File: src/rtl/imuldiv_mul_iterative_param.sv
// Iterative shift-add multiplier: one partial product per cycle on operand magnitudes,
// sign applied at the output. Optional early exit once the remaining multiplier is zero.
module imuldiv_mul_iterative_param #(
   parameter int unsigned W          = 32,
   parameter bit          EARLY_TERM = 1'b1
) (
   input  logic           clk,
   input  logic           reset,
   input  logic [W-1:0]   mulreq_msg_a,
   input  logic [W-1:0]   mulreq_msg_b,
   input  logic           mulreq_msg_signed,
   input  logic           mulreq_val,
   output logic           mulreq_rdy,
   output logic [2*W-1:0] mulresp_msg_result,
   output logic           mulresp_val,
   input  logic           mulresp_rdy
);

   localparam int unsigned CW = (W > 1) ? $clog2(W) : 1;

   typedef enum logic [1:0] {IDLE, COMPUTE, DONE} state_t;

   state_t           state, state_nxt;
   logic [2*W-1:0]   a_reg, result;
   logic [W-1:0]     b_reg, b_shift;
   logic [CW-1:0]    counter;
   logic             sign;
   logic [W-1:0]     a_mag, b_mag;
   logic             fire, compute_last;

   // Magnitude of -2^(W-1) wraps to 2^(W-1), which is exact as an unsigned W-bit value
   assign a_mag = (mulreq_msg_signed && mulreq_msg_a[W-1]) ? -mulreq_msg_a : mulreq_msg_a;
   assign b_mag = (mulreq_msg_signed && mulreq_msg_b[W-1]) ? -mulreq_msg_b : mulreq_msg_b;

   assign b_shift      = b_reg >> 1;
   assign fire         = mulreq_val && mulreq_rdy;
   assign compute_last = (counter == '0) || (EARLY_TERM && (b_shift == '0));

   assign mulresp_msg_result = sign ? -result : result;

   always_ff @(posedge clk or negedge reset) begin
      if (!reset) state <= IDLE;
      else        state <= state_nxt;
   end

   // Ready is also gated by reset so it reads low while reset is held
   always_comb begin
      state_nxt   = state;
      mulreq_rdy  = 1'b0;
      mulresp_val = 1'b0;
      case (state)
         IDLE: begin
            mulreq_rdy = reset;
            if (mulreq_val && reset) state_nxt = COMPUTE;
         end
         COMPUTE: begin
            if (compute_last) state_nxt = DONE;
         end
         DONE: begin
            mulresp_val = 1'b1;
            if (mulresp_rdy) state_nxt = IDLE;
         end
         default: state_nxt = IDLE;
      endcase
   end

   always_ff @(posedge clk or negedge reset) begin
      if (!reset) begin
         a_reg   <= '0;
         b_reg   <= '0;
         result  <= '0;
         counter <= '0;
         sign    <= 1'b0;
      end else if (state == IDLE) begin
         if (fire) begin
            a_reg   <= {{W{1'b0}}, a_mag};
            b_reg   <= b_mag;
            result  <= '0;
            counter <= CW'(W - 1);
            sign    <= mulreq_msg_signed && (mulreq_msg_a[W-1] ^ mulreq_msg_b[W-1]);
         end
      end else if (state == COMPUTE) begin
         if (b_reg[0]) result <= result + a_reg;
         a_reg   <= a_reg << 1;
         b_reg   <= b_shift;
         counter <= counter - CW'(1);
      end
   end

endmodule

File: config.mk
export PLATFORM = sky130hd
export DESIGN_NAME = imuldiv_mul_iterative_param
export DESIGN_NICKNAME = d
export VERILOG_FILES = /design/src/rtl/imuldiv_mul_iterative_param.sv
export SDC_FILE = /design/constraint.sdc
export NUM_CORES = 1
export LEC_CHECK = 0
export CAP_MARGIN = 5
export CORE_ASPECT_RATIO = 1.75
export CORE_MARGIN = 8
export CORE_UTILIZATION = 45
export CTS_BUF_LIST = sky130_fd_sc_hd__clkbuf_4 sky130_fd_sc_hd__clkbuf_8
export DETAILED_ROUTE_END_ITERATION = 7
export HOLD_SLACK_MARGIN = 0.03
export PLACE_DENSITY = 0.73
export SLEW_MARGIN = 20
export SYNTH_ARGS = -nofsm -noshare
export SYNTH_HDL_FRONTEND = slang
export SYNTH_SLANG_ARGS = --single-unit
File: constraint.sdc
create_clock -name clk -period 4.3 [get_ports clk]
set_input_delay 0.43 -clock clk [delete_from_list [all_inputs] [get_ports clk]]
set_output_delay 0.43 -clock clk [all_outputs]
set_load 0.005 [all_outputs]
==> metrics.md, run 1 <==
| Metric | Value |
|---|---|
| Top cells by area, synth | `dfrtp_1 (32%), nand2_1 (9.3%), xnor2_1 (7.6%)` |
| Initial Util | `45.36%` |
| Rows | `83` |
| CP startpoint kind | `register` |
| Kind of critical path | `register to output port` |
| Post-synth ARST share | `100.0%` |
| Sequential share of the synthesized area | `31.87%` |
| H-tree levels | `4` |
| Yosys cell types | `68` |
| Max Fclk | `227.0 MHz` |
| DIE AREA | `0.03526 mm²` |
| First drt pass iteration count | `5` |
| Met2 capacity usage during global routing | `41.63%` |
| Global Route met1 Usage | `24.99%` |
| Power Dens Cells | `731.6 mW/mm²` |
| Share of cells above drive strength 1 | `8.879%` |
| Register bit total from synthesis | `168` |
| CP Max Fanout | `4` |
| Seq pwr share | `26.1%` |
| First-pass GRT wire length | `66760 µm` |
| Maximum vdd drop | `0.0003469 V` |
| Final setup fails | `5` |
| GRT Util Overall | `23.19%` |
| Vias in the first global route | `13179` |
| Clk pwr share | `10.3%` |
| Sw power | `5.458 mW` |
| Yosys warning count | `0` |
| Clock Path Buffers | `2` |
| Period utilization | `102.5%` |
| Routed WL | `41440 µm` |
| CP arrival | `3.98 ns` |
| TritonCTS clock tree | `done` |
| Static Leak | `6.730 nW` |
| HPWL Detailed | `31880 µm` |
| Most used DFF post-synth | `dfrtp_1` |
| Post-synth EDFFs | `0` |
| Fin worst setup slack | `-0.1055 ns` |
| Port Buffers | `134` |
| Outcome | `finished, violations left` |
| Reg2reg setup slack | `0.44 ns` |
| Max Cap Viol | `0` |
| Remaining DRCs | `0` |
| Clk sinks | `168` |
| Most frequent cells in the layout | `nand2_1 (323), o21ai_0 (193), dfrtp_1 (167)` |
| Final Hold Fails | `0` |
| Top Ports | `135` |
| Clock root cell | `clkbuf_8` |
| Via count | `13019` |
| Die width | `145.4 µm` |
| Worst min-delay path class | `primary input to asynchronous set/reset pin` |
| Initial drt markers | `773` |
| Largest net degree at the start of global routing | `103` |
| Top cell type's share of synthesized area | `31.87%` |
| Antenna violations before repair | `1` |
| Clock slew seen by the registers of the worst setup and hold paths | `0.10 ns` |
| CP required | `3.87 ns` |
| Slew of the pin with the lowest slew margin | `0.8776 ns` |
| CP endpoint kind | `output port` |
| Final Max Slew Viols | `0` |
| Routed vias/inst | `5.838` |
| Cell accounting for the most synthesized area | `dfrtp_1` |
| Relative slew slack | `41.49%` |
| Nets | `1972` |
| Clk Latency, worst-skew pair | `0.51 ns` |
| WL per Instance | `18.58 µm` |
| Failing checks | `negative setup slack` |
| Syn Inst Count | `1698` |
| Total power | `11.54 mW` |
| Core area | `0.02908 mm²` |
| Layout area overhead | `19.53%` |
| DRT antenna net count | `0` |
| Remaining Overflow, GRT | `0` |
| Fraction of power spent switching nets | `47.32%` |
| Placed insts | `2181` |
| Internal power | `6.077 mW` |
| Tmin final | `4.406 ns` |
| Logic gate share of total power | `63.6%` |
| RSZ-0062 raised after global routing | `true` |
| Gpl congestion | `0.9617` |
| Most common cell after layout, fill and taps aside | `nand2_1` |
| Clock Skew | `0.01448 ns` |
| Total CTS buffers | `17` |
| Synthesized cell area | `0.01319 mm²` |
| Post-Syn Area per Cell | `7.768 µm²` |
| Net Count, Synth | `1836` |
| Die Y | `242.5 µm` |
| GRT busiest layer | `met2` |
| Final cell count without fillers | `2230` |
| Grt met3 use | `3.478%` |
-- layer usage --
| metal | vias up | share of wire, % |
|---|---|---|
| met4 | 0 | 5.4 |
| met2 | 399 | 51 |
| li1 | 6317 | - |
| met3 | 119 | 4.7 |
| met5 | - | 0 |
| met1 | 6184 | 39 |
-- worst paths after layout --
check	cells after the start	start	endpoint
worst max-delay path	10	result[18]	mulresp_msg_result[56]
worst min-delay path	2	reset	b_reg[24]
worst max register to register	16	result[1]	result[57]
worst min register to register	1	b_reg[28]	b_reg[28]
max in group asynchronous	4	reset	result[58]
min in group clk	1	b_reg[28]	b_reg[28]
-- worst max-delay path: stages, from the launching register on --
cell,delay (ns)
dfrtp_1,0.39
or3_4,0.40
or3_4,0.40
or3_4,0.37
or3_4,0.38
or4_4,0.43
or4_4,0.52
buf_6,0.16
o31ai_4,0.17
xnor2_1,0.13
buf_2,0.13
-- synthesized netlist by cell type, types with 20 or more instances --
library cell	instances
o31ai_1	34
nor3_1	24
nand2_1	326
a21o_1	35
a31oi_1	47
xor2_1	68
o21ai_0	195
clkbuf_1	84
nor2_1	108
xnor2_1	114
ha_1	68
inv_1	24
or3_1	22
nand4_1	20
a21oi_1	113
nand3_1	39
dfrtp_1	168
-- power groups by stage --
stage          Combinational [mW]  Sequential [mW]  Clock, mW
4_1_cts                      7.28             2.99       1.21
3_3_place_gp                 7.08             2.99          0
5_1_grt                      8.08             3.10       1.26
2_1_floorplan                4.56             2.78          0
3_5_place_dp                 7.20             3.01          0
6_report                     7.34             3.01       1.19
-- area by class of cell --
class                      instances  area, µm²
timing repair buffer             212       1918
clock buffer                      19      255.2
tap                              382      478.0
fill                            2800      13310
antenna                            1      2.502
clock inverter                    13      143.9
sequential                       168       4205
multi-input combinational       1411       8673
inverter                          24      90.09
-- metrics by stage --
stage	TNS [ns]	cell area, µm²	hold WS (ns)	setup WS [ns]	utilization (%)
after floorplan	0	13190	0.1344	0.7309	-
after global placement	0	15140	0.4057	0.08426	52.08
after detailed placement	0	15140	0.4061	0.03876	52.08
after CTS	-1.330	15680	0.4134	-0.2023	53.93
after global routing	-1.153	15770	0.4462	-0.2344	54.22
final	-0.3304	15770	0.4111	-0.1055	54.22
-- logic make-up (layout without fill, tap and decap cells) --
group	Yosys count	in the layout	share of synthesized area, %
and+or+nand+nor	644	644	22.28
AOI/OAI and AO/OA	512	512	23.43
xor gates and xnor gates	182	182	12.09
DFF	168	168	31.87
buffers and inverters	119	268	3.424
adders and majority gates	69	69	6.602
muxes	4	4	0.3036
other	0	1	0
-- repair_timing --
item	4_1_cts	5_1_grt
endpoints found under the hold margin	50	0
hold buffers	1	0
endpoints found under the setup margin	15	17
setup buffers	9	6
gates resized for setup	44	7
pin swaps	12	4
Power figures use the tool's default switching activity.
==> inputs of run 2 (changes only) <==
--- a/config.mk
+++ b/config.mk
@@ -7,7 +7,7 @@
 export LEC_CHECK = 0
 export CAP_MARGIN = 5
 export CORE_ASPECT_RATIO = 1.75
-export CORE_MARGIN = 8
+export CORE_MARGIN = 2
 export CORE_UTILIZATION = 45
 export CTS_BUF_LIST = sky130_fd_sc_hd__clkbuf_4 sky130_fd_sc_hd__clkbuf_8
 export DETAILED_ROUTE_END_ITERATION = 7
==> constraint.sdc (replaced) <==
create_clock -name clk -period 4.7 [get_ports clk]
set_input_delay 0.47 -clock clk [delete_from_list [all_inputs] [get_ports clk]]
set_output_delay 0.47 -clock clk [all_outputs]
set_load 0.005 [all_outputs]
==> run 2 against run 1 <==
The run now ends clean. Wire length shrank 0.98%. Critical path type unchanged. Sequential share of layout area grew 0.47 points. Hold slack gained 0.079 ns. Highest routed layer unchanged. Critical endpoint is now mulresp_msg_result[58]. Largest power group unchanged. Largest cell class unchanged.
==> metrics.md, run 2 (synthesis gave the netlist of run 1 again) <==
| Metric | Value |
|---|---|
| Clk Latency, worst-skew pair | `0.50 ns (about the same)` |
| CP endpoint kind | `output port` |
| Global Route met1 Usage | `28.57% (+3.6 points)` |
| Initial drt markers | `662 (-14%)` |
| DIE AREA | `0.03075 mm² (-13%)` |
| Port Buffers | `134 (unchanged)` |
| Max Fclk | `218.5 MHz` |
| DRT antenna net count | `0 (unchanged)` |
| Most frequent cells in the layout | `nand2_1 (324), o21ai_0 (194), dfrtp_1 (164)` |
| Layout area overhead | `17.59%` |
| H-tree levels | `4 (unchanged)` |
| Worst min-delay path class | `primary input to asynchronous set/reset pin` |
| Worst r2r path cells | `13 (-3)` |
| Clock Path Buffers | `2 (unchanged)` |
| Core area | `0.02908 mm² (unchanged)` |
| Via count | `12835 (-1.4%)` |
| Remaining Overflow, GRT | `0 (unchanged)` |
| GRT Util Overall | `26.73% (+3.5 points)` |
| Initial Util | `45.36% (unchanged)` |
| Layout Utilization | `53.34% (-0.88 points)` |
| Rows | `83 (unchanged)` |
| Nets | `1936 (-1.8%)` |
| Top Ports | `135 (unchanged)` |
| Worst slack at placement | `0.1622 ns (+0.1234 ns)` |
| Largest net degree at the start of global routing | `80 (-22%)` |
| Die width | `133.4 µm (-8.3%)` |
| Sw power | `4.888 mW (-10%)` |
| Seq pwr share | `26.6% (+0.5 points)` |
| CP required | `4.23 ns (+0.36 ns)` |
| R2R Path Start | `result[2]` |
| Outcome | `finished, final reports clean` |
| Static Leak | `6.547 nW (-2.7%)` |
| Clock slew seen by the registers of the worst setup and hold paths | `0.09 ns (about the same)` |
| Met2 capacity usage during global routing | `51.14% (+9.5 points)` |
| Fraction of power spent switching nets | `46.77% (-0.55 points)` |
| HPWL Detailed | `31240 µm (-2.0%)` |
| Setup TNS | `0 ns (+0.3304 ns)` |
| First-pass GRT wire length | `65120 µm (-2.5%)` |
| CP arrival | `4.11 ns (+0.13 ns)` |
| TritonCTS clock tree | `done` |
| Relative slew slack | `37.08% (-4.4 points)` |
| Total CTS buffers | `17 (unchanged)` |
| Clk sinks | `168 (unchanged)` |
| Die Y | `230.5 µm (-4.9%)` |
| Internal power | `5.563 mW (-8.5%)` |
| Final setup fails | `0 (-5)` |
| Max Cap Viol | `0 (unchanged)` |
| CP startpoint kind | `register` |
| Vias in the first global route | `12724 (-3.5%)` |
| Slew of the pin with the lowest slew margin | `0.9428 ns (+0.06518 ns)` |
| Maximum vdd drop | `0.0003056 V (-12%)` |
| Tmin final | `4.577 ns` |
| Antenna violations before repair | `0 (-1)` |
| Kind of critical path | `register to output port` |
| Fillers | `2826 (+0.93%)` |
| Clock root cell | `clkbuf_8` |
| Routed vias/inst | `5.858 (+0.34%)` |
| Reg2reg end | `result[57]` |
| Grt met3 use | `3.821% (+0.34 points)` |
| Clk pwr share | `11.2% (+0.9 points)` |
| Antenna diodes | `0 (-1)` |
| Remaining DRCs | `0 (unchanged)` |
| Most common cell after layout, fill and taps aside | `nand2_1` |
| Period utilization | `97.37%` |
| Routed WL | `41030 µm (-0.98%)` |
| WL per Instance | `18.73 µm (+0.78%)` |
| Clock Skew | `0.01691 ns (+0.002429 ns)` |
| First drt pass iteration count | `5 (unchanged)` |
| GRT busiest layer | `met2` |
| Power Dens Cells | `673.8 mW/mm² (-7.9%)` |
| Final Hold Fails | `0 (unchanged)` |
| CP Max Fanout | `4 (unchanged)` |
| Final Max Slew Viols | `0 (unchanged)` |
| Reg2reg setup slack | `0.86 ns (+0.42 ns)` |
| Logic gate share of total power | `62.1% (-1.5 points)` |
| Share of cells above drive strength 1 | `6.523% (-2.4 points)` |
| Fin worst setup slack | `0.1235 ns (+0.2290 ns)` |
| Gpl congestion | `0.9594 (-0.24%)` |
==> run 2: layer usage <==
metal | share of wire, % | wire (µm)
met3 | 4.2 | 1713
met1 | 38 | 15490
met5 | 0 | 0
met2 | 54 | 22180
met4 | 4.0 | 1649
==> run 2: metrics by stage <==
step	power (mW)	area [µm²]	hold WS (ns)	cells
5_1_grt	11.27	15510	0.5192	2191
3_5_place_dp	9.134	14860	0.4736	2142
3_3_place_gp	9.024	14860	0.4637	2142
2_1_floorplan	6.717	13190	0.1744	1698
4_1_cts	10.40	15460	0.4851	2189
6_report	10.45	15510	0.4905	2191
==> run 2: final cells by class <==
cell class | count | area (µm²) | share of cell area, %
Inverter | 24 | 90.09 | 0.5808
Tap cell | 382 | 478.0 | 3.082
Multi-Input combinational cell | 1411 | 8633 | 55.66
Timing Repair Buffer | 176 | 1663 | 10.72
Clock inverter | 8 | 146.4 | 0.9438
Clock buffer | 22 | 290.3 | 1.872
Sequential cell | 168 | 4209 | 27.14
==> run 2: timing repair <==
item | 4_1_cts | 5_1_grt
resized for setup | 25 | 8
hold endpoints to repair | 53 | 0
hold buffers | 1 | 0
pin swaps | 6 | 2
setup buffers | 16 | 2
setup endpoints to repair | 10 | 8
==> run 2: power by group through the flow <==
stage / Clock, mW / Combinational (mW) / Sequential [mW]
2_1_floorplan: 0 / 4.18 / 2.54
3_3_place_gp: 0 / 6.23 / 2.79
3_5_place_dp: 0 / 6.31 / 2.82
4_1_cts: 1.20 / 6.43 / 2.77
5_1_grt: 1.24 / 7.16 / 2.87
6_report: 1.17 / 6.49 / 2.78
==> run 2: how the worst max path moves through the flow <==
stage	start	end	slack, ns	cells past startpoint
2_1_floorplan	result[1]	mulresp_msg_result[56]	1.09	10
3_3_place_gp	result[1]	mulresp_msg_result[56]	0.27	11
3_5_place_dp	result[1]	mulresp_msg_result[60]	0.16	11
4_1_cts	result[10]	mulresp_msg_result[62]	0.008	10
5_1_grt	result[1]	mulresp_msg_result[58]	-0.02	12
6_report	result[10]	mulresp_msg_result[58]	0.12	10
==> run 2: critical path: stages (launching register included) <==
cell,delay [ns]
dfrtp_2,0.42
or4_4,0.58
nor3_4,0.14
or4b_4,0.50
or3_4,0.36
or4_1,0.44
or4_4,0.53
buf_6,0.17
o21ai_2,0.12
xnor2_1,0.12
dlygate4sd2_1,0.24
